==> config.mk <==
export PLATFORM = sky130hd
export DESIGN_NAME = screen_sel_ctl
export DESIGN_NICKNAME = d
export VERILOG_FILES = /design/src/rtl/screen_sel_ctl.sv
export SDC_FILE = /design/constraint.sdc
export NUM_CORES = 1
export LEC_CHECK = 0
export ABC_CLOCK_PERIOD_IN_PS = 2600
export CORE_ASPECT_RATIO = 1.2
export CORE_MARGIN = 5
export CORE_UTILIZATION = 36
export DETAILED_ROUTE_END_ITERATION = 10
export PLACE_DENSITY = 0.8
export SYNTH_ARGS = -nofsm -noshare
export SYNTH_HDL_FRONTEND = slang
export SYNTH_SLANG_ARGS = --single-unit
export TNS_END_PERCENT = 5
==> constraint.sdc <==
create_clock -name pclk -period 2.6 [get_ports pclk]
set_input_delay 0.26 -clock pclk [delete_from_list [all_inputs] [get_ports pclk]]
set_output_delay 0.26 -clock pclk [all_outputs]
set_load 0.01 [all_outputs]
==> src/rtl/screen_sel_ctl.sv <==
// Screen sequencer for PONG: MENU -> START -> PLAY -> OVER, driven by mouse clicks
// and scores. It muxes the menu and game renderers onto one rgb output and only
// switches source at a frame boundary.
//
//  state | meaning
//  MENU  | menu shown, waiting for a click on the start button
//  START | game logic held in reset until the next frame tick
//  PLAY  | game logic enabled, waiting for a winning score
//  OVER  | game frozen, result shown; returns to MENU on timeout or click
module screen_sel_ctl #(
    parameter int BTN_X0      = 352,
    parameter int BTN_X1      = 447,
    parameter int BTN_Y0      = 280,
    parameter int BTN_Y1      = 319,
    parameter int WIN_SCORE   = 5,
    parameter int OVER_FRAMES = 180
) (
    input  logic        pclk,
    input  logic        rst,
    input  logic        mouse_left,
    input  logic [11:0] xpos,
    input  logic [11:0] ypos,
    input  logic [3:0]  score_l,
    input  logic [3:0]  score_r,
    input  logic [10:0] vcount_in,
    input  logic [10:0] hcount_in,
    input  logic        vsync_in,
    input  logic        hsync_in,
    input  logic        vblnk_in,
    input  logic        hblnk_in,
    input  logic [11:0] rgb_menu,
    input  logic [11:0] rgb_game,
    output logic [10:0] vcount_out,
    output logic [10:0] hcount_out,
    output logic        vsync_out,
    output logic        hsync_out,
    output logic        vblnk_out,
    output logic        hblnk_out,
    output logic [11:0] rgb_out,
    output logic        game_rst,
    output logic        game_en,
    output logic [1:0]  winner,
    output logic [1:0]  state_out
);

    typedef enum logic [1:0] {
        MENU  = 2'd0,
        START = 2'd1,
        PLAY  = 2'd2,
        OVER  = 2'd3
    } state_t;

    localparam logic [11:0] X0 = 12'(BTN_X0);
    localparam logic [11:0] X1 = 12'(BTN_X1);
    localparam logic [11:0] Y0 = 12'(BTN_Y0);
    localparam logic [11:0] Y1 = 12'(BTN_Y1);
    localparam logic [3:0]  WIN = 4'(WIN_SCORE);
    localparam logic [7:0]  FRAME_LAST = 8'(OVER_FRAMES - 1);

    state_t      state, state_nxt;
    logic        vblnk_d, ml_d, src_sel;
    logic [7:0]  frame_cnt, frame_cnt_nxt;
    logic [1:0]  winner_q, winner_nxt;
    logic        frame_tick, click, hit, win_l, win_r;

    assign frame_tick = vblnk_in & ~vblnk_d;
    assign click      = mouse_left & ~ml_d;
    assign hit        = (xpos >= X0) && (xpos <= X1) && (ypos >= Y0) && (ypos <= Y1);
    assign win_l      = score_l >= WIN;
    assign win_r      = score_r >= WIN;

    // Next-state, frame counter and winner latch.
    always_comb begin
        state_nxt     = state;
        frame_cnt_nxt = frame_cnt;
        winner_nxt    = winner_q;
        case (state)
            MENU: begin
                if (click && hit) begin
                    state_nxt  = START;
                    winner_nxt = 2'b00;
                end
            end
            START: begin
                if (frame_tick) state_nxt = PLAY;
            end
            PLAY: begin
                if (win_l || win_r) begin
                    state_nxt     = OVER;
                    winner_nxt    = {win_r, win_l};
                    frame_cnt_nxt = 8'd0;
                end
            end
            OVER: begin
                // Saturate instead of wrapping so a long hold can never re-trigger.
                if (frame_tick && frame_cnt != 8'hFF) frame_cnt_nxt = frame_cnt + 8'd1;
                if (click || (frame_tick && frame_cnt == FRAME_LAST)) state_nxt = MENU;
            end
            default: state_nxt = MENU;
        endcase
    end

    // Control registers; source select only moves on a frame tick to avoid tearing.
    always_ff @(posedge pclk) begin
        if (rst) begin
            state     <= MENU;
            frame_cnt <= 8'd0;
            winner_q  <= 2'b00;
            vblnk_d   <= 1'b0;
            ml_d      <= 1'b0;
            src_sel   <= 1'b0;
        end else begin
            state     <= state_nxt;
            frame_cnt <= frame_cnt_nxt;
            winner_q  <= winner_nxt;
            vblnk_d   <= vblnk_in;
            ml_d      <= mouse_left;
            if (frame_tick) src_sel <= (state == PLAY) || (state == OVER);
        end
    end

    // One-cycle timing pipeline and pixel mux, blanked outside the active area.
    always_ff @(posedge pclk) begin
        if (rst) begin
            vcount_out <= 11'd0;
            hcount_out <= 11'd0;
            vsync_out  <= 1'b0;
            hsync_out  <= 1'b0;
            vblnk_out  <= 1'b0;
            hblnk_out  <= 1'b0;
            rgb_out    <= 12'd0;
        end else begin
            vcount_out <= vcount_in;
            hcount_out <= hcount_in;
            vsync_out  <= vsync_in;
            hsync_out  <= hsync_in;
            vblnk_out  <= vblnk_in;
            hblnk_out  <= hblnk_in;
            rgb_out    <= (hblnk_in | vblnk_in) ? 12'd0 : (src_sel ? rgb_game : rgb_menu);
        end
    end

    assign game_rst  = (state == START);
    assign game_en   = (state == PLAY);
    assign state_out = state;
    assign winner    = winner_q;

endmodule

### Yosys cells after proc, flatten, opt, wreduce, memory -nomap -nowiden

Cells that the tools add are included.

| word-level totals | value |
|---|---|
| register bits after elaboration | 52 |
| output and inout bits | 44 |

| cells by class | value |
|---|---|
| reduce and logical (&&, ||, !) cells | 16 |
| bitwise logic cells | 5 |
| add/sub/neg operators | 1 |
| equality and inequality tests | 10 |
| mux-type cells | 12 |
| $lt $le $gt $ge | 6 |

Operators by type and width:

| cell | number |
|---|---|
| 12-bit by 9-bit >= comparator with 1-bit output (second input constant) | 2 |
| 12-bit by 9-bit <= comparator with 1-bit output (second input constant) | 2 |
| 8-bit two-way mux | 2 |
| 8-bit one-hot mux with 2 select lines | 1 |
| 12-bit two-way mux | 1 |
| 2-bit two-way mux | 6 |
| 8-bit by 1-bit adder with 8-bit output (second input constant) | 1 |
| 8-bit == test (second input constant) | 1 |
| 4-bit by 3-bit >= comparator with 1-bit output (second input constant) | 2 |
| 8-bit inequality test (second input constant) | 1 |
| 2-bit one-hot mux with 4 select lines | 1 |
| 1-bit logical AND | 6 |
| 2-bit inequality test (second input constant) | 3 |
| 3-bit AND reduction | 2 |
| 2-bit == test (second input constant) | 2 |
| 2-bit by 1-bit inequality test with 1-bit output (second input constant) | 2 |
| 2-bit one-hot mux with 2 select lines | 1 |
| 4-bit AND reduction | 1 |
| 2-bit nonzero test | 2 |
| 1-bit logical OR | 3 |
| 1-bit AND | 2 |
| 2-bit by 1-bit == test with 1-bit output (second input constant) | 1 |
| 2-bit zero test | 1 |
| 1-bit NOT | 2 |
| 2 further kinds | 2 |

### Logic depth before layout (Yosys ltp)

Gate-level depths: netlist of the first run.

| depth | value |
|---|---|
| depth in word-level cells | 7 |
| mapped depth | 8 |

### Least setup slack after synthesis of the first run

Ideal clock, no wire load.

| path | value |
|---|---|
| kind | register to register |
| start point | register frame_cnt[0] |
| end point | register state[0], in the netlist state_out[0] |
| slack | 669 ps |
| data required time | 2513 ps |
| cell stages (with the launch flop) | 7 |
| setup time | 87 ps |
| arrival | 1844 ps |
| period minus slack after synthesis | 1931 ps |
| cell sequence | dfxtp_1 > ha_1 > or4b_1 > o211ai_1 > a21oi_1 > or4_1 > o31ai_1 |

| between the ends | value |
|---|---|
| longest elaborated chain between the ends | 5 |

RTL lines:

| what | RTL line | text |
|---|---|---|
| from (decl) | 62 | `logic [7:0] frame_cnt, frame_cnt_nxt;` |
| from (signal assigned) | 114 | `frame_cnt <= frame_cnt_nxt;` |
| 8-bit == test | 97 | `if (click \|\| (frame_tick && frame_cnt == FRAME_LAST)) state_nxt = MENU;` |
| 1-bit logical AND | 97 |  |
| 1-bit logical OR | 97 |  |
| 2-bit inequality test (no line) | - |  |
| 4-bit AND reduction (no line) | - |  |
| to (signal assigned) | 113 | `state <= state_nxt;` |
| to (decl) | 60 | `state_t state, state_nxt;` |

No other way between the ends.
A chain may end at the register's enable or synchronous reset.

### Worst setup path after layout of the first run

| path | value |
|---|---|
| start point | register frame_cnt[0] |
| end point | register state[1], in the netlist state_out[1] |

Same word-level chain as after synthesis.

==> out/results.tsv, run 1 <==
metric	value	unit
outcome	finished clean	
hold_buffers	0	
synthToLayoutAreaGrowth	68.12	%
design_area	3338	um2
hold_class	flip-flop to flip-flop	
slew_headroom	52.32	%
drc_errors	0	
final_core_util	62.59	%
synthCells	193	
worst_pin_slew	0.7142	ns
cts-root-buf	clkbuf_8	
r2r-end	state_out[1]	
cts_tree	built	
finalWeightedCongestion	0.7871	
slew_viol_final	0	
worstPathMaxFanout	6	
fin_ws	0.4983	ns
crit_top_cell	or4b_1	
cts_max_level	2	
synthTopCellsByArea	dfxtp_1, nor2b_1, mux2i_1	
path_delay_family	simple AND/OR/NAND/NOR gates	
final.setup.tns	0	ns
path_depth	6	
start_util	37.23	%
r2r_start	frame_cnt[0]	
endpoint	state_out[1]	
ant_nets	0	
critPathBufInv	0	
period_minus_slack	2.102	ns
ys_seq_elements	52	
setup_violations	0	
place_ws	0.2266	ns
grt_pass1_wl	7.817	mm
synth_seq_area_share	52.43	%
path_clk_slew	0.09	ns
pin_count	129	
clkLatencyLatePin	0.30	ns
vias	1772	
nets	403	
drt-wirelength-per-cell	13.26	um
cap_violations	0	
grt_max_degree	26	
r2r_slack	0.50	ns
grt_pass1_vias	1676	
dp_hpwl	4.085	mm
cp-startpoint	frame_cnt[0]	
cts-buffers-inserted	5	
drt-total-wl	4.985	mm
synth_warnings	0	
worstPathCellList	ha_1, or4b_1, o211ai_1, a21oi_1, or4b_1, o31ai_1	
hold_viol	0	
antenna_found_initial	0	
fillers	461	
synth_top_area_share	52.43	%
critPathKind	flip-flop to flip-flop	
avgSynthCellArea	10.29	um2
drtIter0Drc	69	
ys_types	36	
io_buffers	120	
slowest_stage	or4b_1	
fin_crit_sh	80.83	%
drt-pass1-iter-count	4	
synth_fp_nets	283	
place_area	3247	um2
postCtsSetupBuffers	0	
netlist_area	1986	um2
diodes	0	
rsz0062_at_grt	false	
arrival	2.32	ns
synth_flop_cell	dfxtp_1	
cp.required	2.82	ns
ir_worst_vdd	0.0003003	V
fmax	475.8	MHz
synth_edf_count	0	
cts_buffer_depth	2	
die_w	77.80	um
core-area	5334	um2
yosys.area.top_type	dfxtp_1	
power.density	452.4	nW/um2
reg2regPathDepth	6	
dieArea	7107	um2
p_leak	0.001217	uW
cp-end-kind	flip-flop	
async_flop_share	0	%
rows	29	
startpoint_type	flip-flop	
drive_gt1_share	4.777	%
die_y	91.36	um
cts_resized	0	
grt-ovfl-total	0	
skew	0.006203	ns
cts.sinks	52	
via_per_inst	4.713	
slowest_delay	0.52	ns
grt_use_total	13.54	%
[layer usage]
layer  global-route usage [%]  vias to the layer above  part of all wire [%]
met5                        0                        -                     0
met4                    4.585                        0                   1.8
met3                    6.040                       10                    12
met2                    23.26                       87                    48
met1                    14.64                      772                    38
li1                         -                      903                     -
[through the flow]
stage,std cells,hold WS (ns),total power [uW]
after detailed placement,368,0.4761,1077
after CTS,376,0.4885,1527
after floorplan,193,0.3882,904.4
final,376,0.4888,1510
after global placement,368,0.4725,1072
after global routing,376,0.4896,1573
[flip-flops by register name (all words and copies together), names as in the netlist]
signal      cells
rgb_out        12
hcount_out     11
vcount_out     11
frame_cnt       8
state_out       2
winner          2
hblnk_out       1
hsync_out       1
ml_d            1
src_sel         1
vblnk_out       1
vsync_out       1
[power breakdown]
part           leakage [uW]  internal [uW]  total, uW  switching (uW)
Clock             0.0000485            193        454             261
Combinational      0.000741            162        227            64.5
Sequential         0.000427            823        829            6.04
Total               0.00122           1180       1510             332
[Yosys cell counts, types with 3 or more instances]
cell      number
dfxtp_1       52
nor2b_1       28
nor2_1        23
mux2i_1       13
a21oi_1        6
clkbuf_1       6
xnor2_1        6
ha_1           5
a211oi_1       4
inv_1          4
nand3_1        4
nand2b_1       3
nand4_1        3
o211ai_1       3
o21bai_1       3
[logic make-up (layout without fill, tap and decap cells)]
group / Yosys count / after routing / share of synthesized area, %
xor+xnor: 6 / 6 / 2.646
fa+ha+maj: 5 / 5 / 3.151
mux: 13 / 13 / 6.553
compound gates: 28 / 28 / 10.71
buf+inv: 14 / 135 / 2.772
flops: 52 / 52 / 52.43
simple gates: 75 / 75 / 21.74
[area by class of cell]
| cell class | count | area [um2] | area share, % |
|---|---|---|---|
| clock buffer | 5 | 68.82 | 2.061 |
| clock inverter | 3 | 22.52 | 0.6747 |
| inverter | 4 | 15.01 | 0.4498 |
| multi-input combinational | 127 | 889.6 | 26.65 |
| sequential | 52 | 1041 | 31.18 |
| tap | 62 | 77.57 | 2.324 |
| timing repair buffer | 123 | 1224 | 36.66 |
[tightest hold or removal path: stages, from the launching register on]
cell,delay (ns)
dfxtp_1,0.32
o21ai_0,0.07
a21oi_1,0.06
[how the worst min path moves through the flow]
stage	startpoint	to	depth (start not counted)	slack, ns
floorplan	hblnk_in	hblnk_out	1	0.39
finish	winner[1]	winner[1]	2	0.49
global route	hsync_in	hsync_out	2	0.49
detailed placement	winner[1]	winner[1]	2	0.48
CTS	vcount_in[3]	vcount_out[3]	2	0.49
global placement	winner[0]	winner[0]	2	0.47
[cell usage in the layout, fill, tap and decap left out, drive strengths merged, types with 3 or more instances in the layout]
master and instances:
mux2i 13, o21bai 3, nor2 23, ha 5, clkbuf 5, nand4 3, buf 3, a21oi 6
nor2b 28, inv 5, or4b 3, o211ai 3, a211oi 4, nand2b 3, nand3 4, clkdlybuf4s50 120
xnor2 6, dfxtp 52
Note: power is estimated with default switching activity, not from simulation.
==> inputs of run 2 (changes only) <==
--- a/config.mk
+++ b/config.mk
@@ -5,7 +5,7 @@
 export SDC_FILE = /design/constraint.sdc
 export NUM_CORES = 1
 export LEC_CHECK = 0
-export ABC_CLOCK_PERIOD_IN_PS = 2600
+export ABC_CLOCK_PERIOD_IN_PS = 2000
 export CORE_ASPECT_RATIO = 1.2
 export CORE_MARGIN = 5
 export CORE_UTILIZATION = 36
==> constraint.sdc (replaced) <==
create_clock -name pclk -period 2 [get_ports pclk]
set_input_delay 0.2 -clock pclk [delete_from_list [all_inputs] [get_ports pclk]]
set_output_delay 0.2 -clock pclk [all_outputs]
set_load 0.01 [all_outputs]
==> run 2 against run 1 <==
Compared with the run above: clock power is 33% higher; non-clock buffer count is 10 higher; sequential power is 30% higher.
==> out/results.tsv, run 2 (synthesis gave the netlist of run 1 again) <==
metric	value	unit	change
outcome	finished clean		
drt-total-wl	5.350	mm	+7.3%
cts_buffer_depth	2		unchanged
largest_reg_flops	12		unchanged
cts-buffers-inserted	5		unchanged
cts_tree	built		
critPathBufInv	1		+1
cts_max_level	2		unchanged
die_w	77.80	um	unchanged
mostFrequentLayoutCells	clkdlybuf4s50_1, dfxtp_1, nor2b_1		
nets	413		+2.5%
synthToLayoutAreaGrowth	73.91	%	
top_regs	rgb_out x12, hcount_out x11, vcount_out x11		
setup_violations	0		unchanged
drtIter0Drc	35		-49%
arrival	2.18	ns	-0.14 ns
worstPathCellList	clkdlybuf4s50_1, or4_4, o41ai_4, nand3b_4, or4b_1, o31ai_1		
drt-wirelength-per-cell	13.86	um	+4.5%
die_y	91.36	um	unchanged
top_register	rgb_out		
slowest_stage	or4b_1		
dieArea	7107	um2	unchanged
p_leak	0.001323	uW	+8.7%
drt-pass1-iter-count	4		unchanged
cts.sinks	52		unchanged
grt_pass1_wl	8.535	mm	+9.2%
grt-ovfl-total	0		unchanged
startpoint_type	input port		
grt_pass1_vias	1858		+11%
power.density	573.6	nW/um2	+27%
rows	29		unchanged
vias	1834		+3.5%
core-area	5334	um2	unchanged
period_minus_slack	1.961	ns	
ant_nets	0		unchanged
dp_hpwl	4.387	mm	+7.4%
final.setup.tns	0	ns	unchanged
finalWeightedCongestion	0.7793		-0.99%
grt_use_total	14.66	%	+1.1 points
io_buffers	120		unchanged
hold_buffers	0		unchanged
worst_pin_slew	0.6957	ns	-0.01852 ns
drive_gt1_share	9.568	%	+4.8 points
slowest_delay	0.51	ns	about the same
hold_class	input port to flip-flop		
diodes	0		unchanged
ir_worst_vdd	0.0003633	V	+21%
total_power	1981	uW	+31%
hold_viol	0		unchanged
cp-end-kind	flip-flop		
cap_violations	0		unchanged
fin_crit_sh	98.06	%	
antenna_found_initial	0		unchanged
fmax	509.9	MHz	
grt_max_degree	19		-27%
slew_headroom	53.56	%	+1.2 points
cts-root-buf	clkbuf_8		
via_per_inst	4.751		+0.82%
critPathKind	input port to flip-flop		
clkLatencyLatePin	0.30	ns	about the same
pin_count	129		unchanged
slew_viol_final	0		unchanged
path_clk_slew	0.10	ns	about the same
cp.required	2.22	ns	-0.60 ns
worstPathMaxFanout	3		-3
start_util	37.23	%	unchanged
drc_errors	0		unchanged
final_common_cell	clkdlybuf4s50_1		
skew	0.008592	ns	+0.002389 ns
path_delay_family	simple AND/OR/NAND/NOR gates		
fillers	458		-0.65%
## run 2: changes by cell type in the layout (fill, tap and decap cells not counted), sizes merged
cell           change
dlymetal6s2s       +2
clkdlybuf4s50      -2
buf               +10
## run 2: path summary, 6_finish.rpt
kind / depth (start not counted) / slack, ns / to / start
max: 6 / 0.04 / state_out[1] / ypos[6]
max reg2reg: 5 / 0.08 / state_out[1] / frame_cnt[2]
min reg2reg: 2 / 0.50 / winner[1] / winner[1]
min: 2 / 0.43 / hcount_out[10] / hcount_in[10]
## run 2: layout make-up
cell class / count / area (um2) / area share, %
Clock buffer: 5 / 68.82 / 1.993
Tap cell: 62 / 77.57 / 2.246
Inverter: 4 / 15.01 / 0.4348
Sequential cell: 52 / 1044 / 30.22
Timing Repair Buffer: 133 / 1304 / 37.75
Clock inverter: 3 / 22.52 / 0.6522
Multi-Input combinational cell: 127 / 922.1 / 26.70
## run 2: metal layers
layer  GRT usage (%)  vias up  part of all wire (%)
met5               0        -                     0
met4           2.149        0                  0.41
met3           6.238        5                    11
met2           26.88       81                    51
met1           15.74      829                    37
li1                -      919                     -
## run 2: stage by stage
| stage | cells | hold slack, ns | instance area [um2] | util (%) | setup WS (ns) |
|---|---|---|---|---|---|
| 2_1_floorplan | 193 | 0.3282 | 1986 | - | 0.06856 |
| 3_3_place_gp | 377 | 0.4674 | 3314 | 62.14 | -0.2317 |
| 3_5_place_dp | 377 | 0.4863 | 3314 | 62.14 | -0.2861 |
| 4_1_cts | 385 | 0.4290 | 3406 | 63.85 | 0.02941 |
| 5_1_grt | 386 | 0.4291 | 3453 | 64.74 | -0.01589 |
| 6_report | 386 | 0.4344 | 3453 | 64.74 | 0.03870 |
## run 2: repair_timing
action | in CTS | in global routing
setup buffers | 0 | 1
setup endpoints to repair | 0 | 2
resized for setup | 0 | 10
## run 2: power breakdown
| group | internal (uW) | switching (uW) |
|---|---|---|
| Sequential | 1070 | 8.25 |
| Clock | 251 | 350 |
| Combinational | 215 | 86.6 |
| Total | 1540 | 445 |
==> inputs of run 3 (changes only) <==
--- a/config.mk
+++ b/config.mk
@@ -5,11 +5,12 @@
 export SDC_FILE = /design/constraint.sdc
 export NUM_CORES = 1
 export LEC_CHECK = 0
-export ABC_CLOCK_PERIOD_IN_PS = 2000
+export ABC_CLOCK_PERIOD_IN_PS = 2200
 export CORE_ASPECT_RATIO = 1.2
 export CORE_MARGIN = 5
 export CORE_UTILIZATION = 36
 export DETAILED_ROUTE_END_ITERATION = 10
+export GPL_ROUTABILITY_DRIVEN = 0
 export PLACE_DENSITY = 0.8
 export SYNTH_ARGS = -nofsm -noshare
 export SYNTH_HDL_FRONTEND = slang
==> constraint.sdc (replaced) <==
create_clock -name pclk -period 2.2 [get_ports pclk]
set_input_delay 0.22 -clock pclk [delete_from_list [all_inputs] [get_ports pclk]]
set_output_delay 0.22 -clock pclk [all_outputs]
set_load 0.01 [all_outputs]
==> run 3 against run 2 <==
Compared with the run above: core utilization decreased by 1.4 points; non-clock buffer count fell by 4; global-route usage rose by 0.099 points; clock skew shrank 0.0036 ns; largest power group unchanged; highest routed layer unchanged.
==> out/results.tsv, run 3 (synthesis gave the netlist of run 1 again) <==
metric	value	unit	change
via_per_inst	4.793		+0.88%
holdWs	0.4676	ns	+0.03321 ns
cap_violations	0		unchanged
setup_violations	0		unchanged
reg2regPathDepth	6		+1
r2r-end	state_out[1]		
drt-pass1-iter-count	4		unchanged
synthToLayoutAreaGrowth	70.26	%	
vias	1831		-0.16%
hold_class	input port to flip-flop		
drt-wirelength-per-cell	13.67	um	-1.4%
grt_pass1_vias	1879		+1.1%
cts-buffers-inserted	5		unchanged
worst_pin_slew	0.6914	ns	-0.004306 ns
drtIter0Drc	57		+63%
r2r_slack	0.20	ns	+0.12 ns
die_w	77.80	um	unchanged
startpoint_type	input port		
hold_buffers	0		unchanged
min_path_cells	2		unchanged
die_y	91.36	um	unchanged
fin_crit_sh	92.86	%	
cts_tree	built		
design_area	3381	um2	-2.1%
clkLatencyLatePin	0.29	ns	about the same
cts_resized	0		unchanged
final_core_util	63.38	%	-1.4 points
core-area	5334	um2	unchanged
total_power	1773	uW	-11%
fin_ws	0.1572	ns	+0.1185 ns
grt-ovfl-total	0		unchanged
fmax	489.5	MHz	
dp_hpwl	4.333	mm	-1.2%
rows	29		unchanged
cts_buffer_depth	2		unchanged
pin_count	129		unchanged
arrival	2.25	ns	+0.07 ns
mostFrequentLayoutCells	clkdlybuf4s50_1, dfxtp_1, nor2b_1		
nets	409		-0.97%
skew	0.004953	ns	-0.003639 ns
dieArea	7107	um2	unchanged
worstPathMaxFanout	4		+1
period_minus_slack	2.043	ns	
top_register	rgb_out		
rsz0062_at_grt	false		
path_delay_family	simple AND/OR/NAND/NOR gates		
top_regs	rgb_out x12, hcount_out x11, vcount_out x11		
cts-root-buf	clkbuf_8		
path_clk_slew	0.09	ns	about the same
ir_worst_vdd	0.0003122	V	-14%
slowest_stage	or4b_4		
start_util	37.23	%	unchanged
critPathBufInv	1		unchanged
worstPathCellList	clkdlybuf4s50_1, or4b_4, o41ai_4, nand3b_2, or4b_1, o31ai_1		
cts_max_level	2		unchanged
io_buffers	120		unchanged
cp.required	2.41	ns	+0.19 ns
cp-end-kind	flip-flop		
slowest_delay	0.55	ns	+0.04 ns
drt-total-wl	5.223	mm	-2.4%
postCtsSetupBuffers	0		unchanged
grt_use_total	14.76	%	+0.099 points
grt_max_degree	19		unchanged
place_area	3292	um2	-0.68%
outcome	finished clean		
hold_viol	0		unchanged
cts.sinks	52		unchanged
fillers	451		-1.5%
drive_gt1_share	6.250	%	-3.3 points
grt_pass1_wl	8.590	mm	+0.64%
r2r_start	frame_cnt[0]		
p_leak	0.001239	uW	-6.4%
power.density	524.4	nW/um2	-8.6%
slew_viol_final	0		unchanged
critPathKind	input port to flip-flop		
ant_nets	0		unchanged
slew_headroom	53.85	%	+0.29 points
largest_reg_flops	12		unchanged
drc_errors	0		unchanged
place_ws	-0.1620	ns	+0.1241 ns
min-delay-start	hcount_in[6]		
antenna_found_initial	0		unchanged
diodes	0		unchanged
hold_end	hcount_out[6]		
final_common_cell	clkdlybuf4s50_1		
run 3: changes by cell type in the layout (fill, tap and decap cells not counted), sizes merged:
cell	delta
inv	-1
buf	-4
clkdlybuf4s50	+2
clkbuf	+1
dlymetal6s2s	-2
clkinvlp	+1
clkinv	-1
run 3: layout make-up:
type                       count  area [um2]  share of cell area, %
clock buffer                   6       72.57                  2.147
timing repair buffer         129        1269                  37.53
sequential                    52        1041                  30.79
clock inverter                 2       16.27                 0.4811
tap                           62       77.57                  2.295
multi-input combinational    127       889.6                  26.31
inverter                       4       15.01                 0.4441
run 3: worst max-delay path by stage:
| stage | startpoint | end | slack [ns] | depth (start not counted) |
|---|---|---|---|---|
| CTS | ypos[11] | state_out[1] | 0.15 | 6 |
| finish | ypos[11] | state_out[1] | 0.16 | 6 |
| global placement | ypos[11] | state_out[0] | -0.07 | 6 |
| detailed placement | ypos[11] | state_out[1] | -0.16 | 6 |
| floorplan | frame_cnt[0] | state_out[0] | 0.27 | 6 |
| global route | ypos[11] | state_out[1] | 0.10 | 6 |
run 3: layer usage:
metal	GRT usage, %	part of all wire [%]
met1	16.16	36
met2	25.77	49
met3	5.941	13
met4	4.585	1.8
met5	0	0
run 3: power by group:
part           internal [uW]  switching, uW  total [uW]
Sequential               973           7.52         980
Clock                    227            293         520
Combinational            195           77.9         273
Total                   1390            379        1770
run 3: metrics by stage:
step                setup TNS, ns  instances
finish                          0        382
global route                    0        382
CTS                             0        382
detailed placement        -0.3179        374
global placement          -0.1476        374
floorplan                       0        193
